## config.mk

```make
export PLATFORM = sky130hd
export DESIGN_NAME = ext_ram
export DESIGN_NICKNAME = d
export VERILOG_FILES = /design/src/rtl/ext_ram_pkg.sv /design/src/rtl/ext_ram_array.sv /design/src/rtl/ext_ram.sv
export SDC_FILE = /design/constraint.sdc
export NUM_CORES = 2
export LEC_CHECK = 0
export ABC_CLOCK_PERIOD_IN_PS = 3300
export CAP_MARGIN = 40
export CORE_ASPECT_RATIO = 0.7
export CORE_MARGIN = 4
export CORE_UTILIZATION = 35
export DETAILED_ROUTE_END_ITERATION = 16
export PLACE_DENSITY = 0.58
export SYNTH_ARGS = -nofsm -noshare
export SYNTH_HDL_FRONTEND = slang
export SYNTH_HIERARCHICAL = 1
export SYNTH_SLANG_ARGS = --single-unit
```

## constraint.sdc

```tcl
create_clock -name clk -period 3.3 [get_ports clk]
set_input_delay 0.495 -clock clk [delete_from_list [all_inputs] [get_ports clk]]
set_output_delay 0.495 -clock clk [all_outputs]
set_load 0.05 [all_outputs]
```

## src/rtl/ext_ram_pkg.sv

```systemverilog
// ext_ram_pkg: default geometry and shared word/address types for the
// LDPC working-data RAM.
package ext_ram_pkg;

    localparam int DEFAULT_DATA_WIDTH = 8;
    localparam int DEFAULT_ADDR_WIDTH = 8;

    typedef logic [DEFAULT_DATA_WIDTH-1:0] ldpc_word_t;
    typedef logic [DEFAULT_ADDR_WIDTH-1:0] ldpc_addr_t;

endpackage : ext_ram_pkg

```

## src/rtl/ext_ram_array.sv

```systemverilog
// ext_ram_array: plain storage, synchronous write, asynchronous read.
// The array is never reset; validity is tracked by the parent.
module ext_ram_array #(
    parameter int DATA_WIDTH = 8,
    parameter int ADDR_WIDTH = 8,
    parameter int RAM_DEPTH  = 1 << ADDR_WIDTH
) (
    input  logic                  clk_i,
    input  logic                  we_i,
    input  logic [ADDR_WIDTH-1:0] addr_i,
    input  logic [DATA_WIDTH-1:0] wdata_i,
    output logic [DATA_WIDTH-1:0] rdata_o
);

    logic [DATA_WIDTH-1:0] mem_q [RAM_DEPTH];

    // Store the write word on the rising edge; caller guarantees addr_i is in range.
    always_ff @(posedge clk_i) begin
        if (we_i) begin
            mem_q[addr_i] <= wdata_i;
        end
    end

    // Zero-latency read of the addressed word.
    assign rdata_o = mem_q[addr_i];

endmodule : ext_ram_array

```

## src/rtl/ext_ram.sv

```systemverilog
// ext_ram: single-port buffer for LDPC decoder LLRs/messages.
// A per-word valid map, cleared asynchronously by rst_n, makes the RAM
// read as all-zero after reset without touching the storage array.
module ext_ram
    import ext_ram_pkg::*;
#(
    parameter int DATA_WIDTH = DEFAULT_DATA_WIDTH,
    parameter int ADDR_WIDTH = DEFAULT_ADDR_WIDTH,
    parameter int RAM_DEPTH  = 1 << ADDR_WIDTH
) (
    input  logic                  clk,
    input  logic                  rst_n,
    input  logic [ADDR_WIDTH-1:0] address,
    input  logic [DATA_WIDTH-1:0] data_in,
    input  logic                  write_en,
    input  logic                  chip_sel,
    output logic [DATA_WIDTH-1:0] data_out
);

    logic                  in_range;
    logic                  wr_fire;
    logic                  rd_hit;
    logic [DATA_WIDTH-1:0] array_rdata;
    logic [RAM_DEPTH-1:0]  valid_q;
    logic [RAM_DEPTH-1:0]  valid_d;

    // No wrap-around: addresses at or beyond RAM_DEPTH are rejected.
    assign in_range = ({1'b0, address} < (ADDR_WIDTH + 1)'(RAM_DEPTH));

    // A held-low rst_n blocks the write, so reset always wins over a same-cycle write.
    assign wr_fire = rst_n & chip_sel & write_en & in_range;

    ext_ram_array #(
        .DATA_WIDTH (DATA_WIDTH),
        .ADDR_WIDTH (ADDR_WIDTH),
        .RAM_DEPTH  (RAM_DEPTH)
    ) u_array (
        .clk_i   (clk),
        .we_i    (wr_fire),
        .addr_i  (address),
        .wdata_i (data_in),
        .rdata_o (array_rdata)
    );

    // Next valid map: mark the written word valid.
    always_comb begin
        valid_d = valid_q;
        if (wr_fire) begin
            valid_d[address] = 1'b1;
        end
    end

    // Valid map flops, cleared immediately by rst_n.
    always_ff @(posedge clk or negedge rst_n) begin
        if (!rst_n) begin
            valid_q <= '0;
        end else begin
            valid_q <= valid_d;
        end
    end

    // Output gating: only a selected, in-range, written word is visible.
    always_comb begin
        rd_hit   = rst_n & chip_sel & in_range;
        data_out = '0;
        if (rd_hit && valid_q[address]) begin
            data_out = array_rdata;
        end
    end

endmodule : ext_ram

```

==> flow_summary_export.csv <==
group,metric,value,unit
clock_network,root_buffer,"clkbuf_16",
power,power_switching,13.0,mW
outcome,violations,"setup timing",
yosys,synth.avg_cell_area,20.6,µm²
sta,whs,0.0856,ns
sta,timing.final.crit_share,118,%
outcome,status,"finished, violations left",
sta,worst_pin_slew,0.949,ns
power,power.density,553,mW/mm²
clock_network,clock_path_buffers,4,
global_route,grt.busiest_layer,"met1",
placed_design,place.gp.congestion,0.873,
power,pwr-share-clk,40.7,%
power,vdd_drop_max,0.000417,V
clock_network,clock_sinks,2304,
global_route,grtUsageMet2,25.8,%
drt,drt-pass1-iter-count,6,
floorplanning,core_area,0.255,mm²
finish,syn2layout_area_growth,21.1,%
sta,finalHoldViolations,0,
drt,ant_nets,0,
power,switching_share,21.7,%
sta,rsz0062_at_grt,"yes",
global_route,use_met3,6.69,%
placed_design,place.port_buffers,27,
yosys,syn_nets,4373,
clock_network,h-tree-depth,4,
floorplanning,ios,28,
sta,period_needed,3.91,ns
finish,final_common_cell,"edfxtp_1",
yosys,yosysWarnings,6,
critical_path,critPathArrivalTime,3.41,ns
sta,fin_ws,-0.607,ns
sta,worst_slew_margin_rel,36.7,%
drt,vias,47664,
yosys,synth_edf_count,2048,
sta,maxSlewViolCount,0,
global_route,grt_pass1_vias,48169,
clock_network,cts_tree,"built",
clock_network,cts.clk_slew.worst_paths,0.07,ns
drt,routed_wl,247,mm
yosys,synth_area,0.0896,mm²
global_route,grt_pass1_wl,355,mm
placed_design,preCtsSetupSlack,-1.28,ns
finish,finalInstanceArea,0.109,mm²
floorplanning,die_h,431,µm
placed_design,hpwl,159,mm
sta,fin_worst_skew,0,ns
floorplanning,num_rows,155,
clock_network,insertion_delay,0.86,ns
floorplanning,dieWidth,613,µm
flow_run,maxCapViolCount,0,
global_route,grtUsageMet1,27.2,%
drt,vias_per_cell,5.49,
power,leakagePower,37.1,nW
critical_path,cp-start-kind,"input pin",
critical_path,cp.required,2.80,ns
sta,fmax,0.256,GHz
global_route,grt_util_all_layers,18.5,%
placed_design,placed_cell_area,0.100,mm²
yosys,synth.yosys.seq_area_share,75.8,%
yosys,synth_area_leader_cell,"edfxtp_1",
min_path,hp-class,"input pin to flop",
global_route,antenna_found_initial,17,
finish,fin_nets,5152,
floorplanning,start_util,35.2,%
yosys,synth.top_cells.by_area,"edfxtp_1 (69%), mux4_2 (14%), dfrtp_1 (7.1%), a22oi_1 (2.2%), a21o_1 (1.1%)",
floorplanning,die-area,0.264,mm²
yosys,synth_cells,4353,
critical_path,cp-end-kind,"output port",
yosys,synth.distinct_cells,52,
yosys,yosysTopAreaCellShare,68.6,%
finish,final_cell_mix,"edfxtp_1 (2048), buf_4 (682), mux4_2 (555), dfrtp_1 (256), nor2_1 (252)",
power,pwr-share-comb,6.1,%
power,internal_power,47.0,mW
power,p_total,60.0,mW
drt,wire_per_inst,28.4,µm
critical_path,worstPathMaxFanout,10,
power,seqPwrFrac,53.1,%
drt,drc,0,
critical_path,path_class,"input pin to output port",
sta,setup_violations,8,
yosys,ys_async_sr_fraction,11.1,%
finish,fillers,22059,
drt,drtIter0Drc,5718,
yosys,synth-seq-cells,2304,
clock_network,cts_buffers,215,
finish,drive_gt1_share,36.1,%
yosys,yosys_most_used_dff,"edfxtp_1",
global_route,grt_overflow,0,
global_route,grt_max_degree,175,
worst max-delay path, cell delays in order:
cell and delay [ns]:
buf_16 0.16, buf_16 0.22, buf_12 0.14, buf_4 0.12
mux4_2 0.57, a22oi_2 0.32, buf_4 0.17, a21oi_1 0.15
o41ai_2 0.25, buf_4 0.18, nand4_1 0.17, o311ai_1 0.15
a21oi_2 0.06, buf_6 0.16
routing by layer:
layer  part of all wire [%]  routed length, µm
met3                     11              27300
met1                     44             108000
met2                     43             105000
met5                  0.027                 67
met4                    2.7               6710
area by class of cell:
| type | instances | area [µm²] | area share [%] |
|---|---|---|---|
| clock inverters | 135 | 1200 | 1.10 |
| inverters | 4 | 15.0 | 0.0138 |
| repair buffers | 844 | 8170 | 7.53 |
| diodes | 4 | 10.0 | 0.00922 |
| flip-flops and latches | 2304 | 67900 | 62.6 |
| well taps | 3375 | 4220 | 3.89 |
| clock buffers | 252 | 5590 | 5.15 |
| multi-input cells | 1763 | 21400 | 19.7 |
Yosys cell counts (2+ instances only):
cell type     n
mux4_1       10
o311ai_0     10
o22ai_1      10
nor2_2        6
a21oi_1     140
nand4_1       9
a2111o_1      2
buf_1        21
inv_1         4
nand2b_1     14
nand3_1      25
o22a_1        3
nor2b_1      16
o21bai_1    128
nand2_1      55
buf_4        25
mux2_2        5
a221oi_1      2
o21ai_0       3
edfxtp_1   2048
a21o_1      128
o41ai_1      32
buf_6        30
and2_1        4
buf_2        45
nor3_4        2
nor2_1      253
or3_1         3
mux4_2      555
or2_2         3
nor3_1       36
and3_1        2
dfrtp_1     256
or3b_2        2
mux2i_1      30
nor4_1        2
a22oi_1     261
clkbuf_1    159
worst paths after layout:
check / from / to / slack [ns] / depth (start not counted)
worst max-delay path: address[0] / data_out[6] / -0.61 / 14
worst min-delay path: data_in[7] / u_array/mem_q[88][7] / 0.09 / 1
worst max register to register: valid_q[98] / valid_q[98] / 2.60 / 1
worst min register to register: valid_q[253] / valid_q[253] / 0.45 / 1
max in group asynchronous: rst_n / valid_q[125] / 1.53 / 5
min in group asynchronous: rst_n / valid_q[20] / 0.46 / 3
what timing repair did:
action | in CTS | in global routing
cloned | 7 | 0
hold endpoints to repair | 173 | 0
setup endpoints to repair | 8 | 8
resized for setup | 232 | 25
hold buffers | 1 | 0
pin swaps | 63 | 22
buffers inserted | 22 | 2
state kept, by name, summed over array words and instances (netlist names):
name	flops
u_array/mem_q	2048
valid_q	256
stage by stage:
step / instances / util, % / setup TNS, ns
2_1_floorplan: 4353 / - / 0
3_3_place_gp: 8265 / 39.2 / -11.70
3_5_place_dp: 8271 / 39.2 / -10.21
4_1_cts: 8675 / 42.5 / -4.66
5_1_grt: 8679 / 42.6 / -5.06
6_report: 8681 / 42.6 / -4.58
power by group through the flow:
stage	clock network [mW]	registers [mW]	logic (mW)
global route	26.2	31.9	3.87
global placement	0	32.5	3.36
detailed placement	0	32.5	3.40
CTS	24.9	31.9	3.65
floorplan	0	32.5	1.55
finish	24.4	31.9	3.67
cell families after synthesis:
group,synth area share (%)
mux,14.7
flops,75.8
buf+inv,1.64
simple gates,2.13
compound gates,5.78
Power figures use the tool's default switching activity.
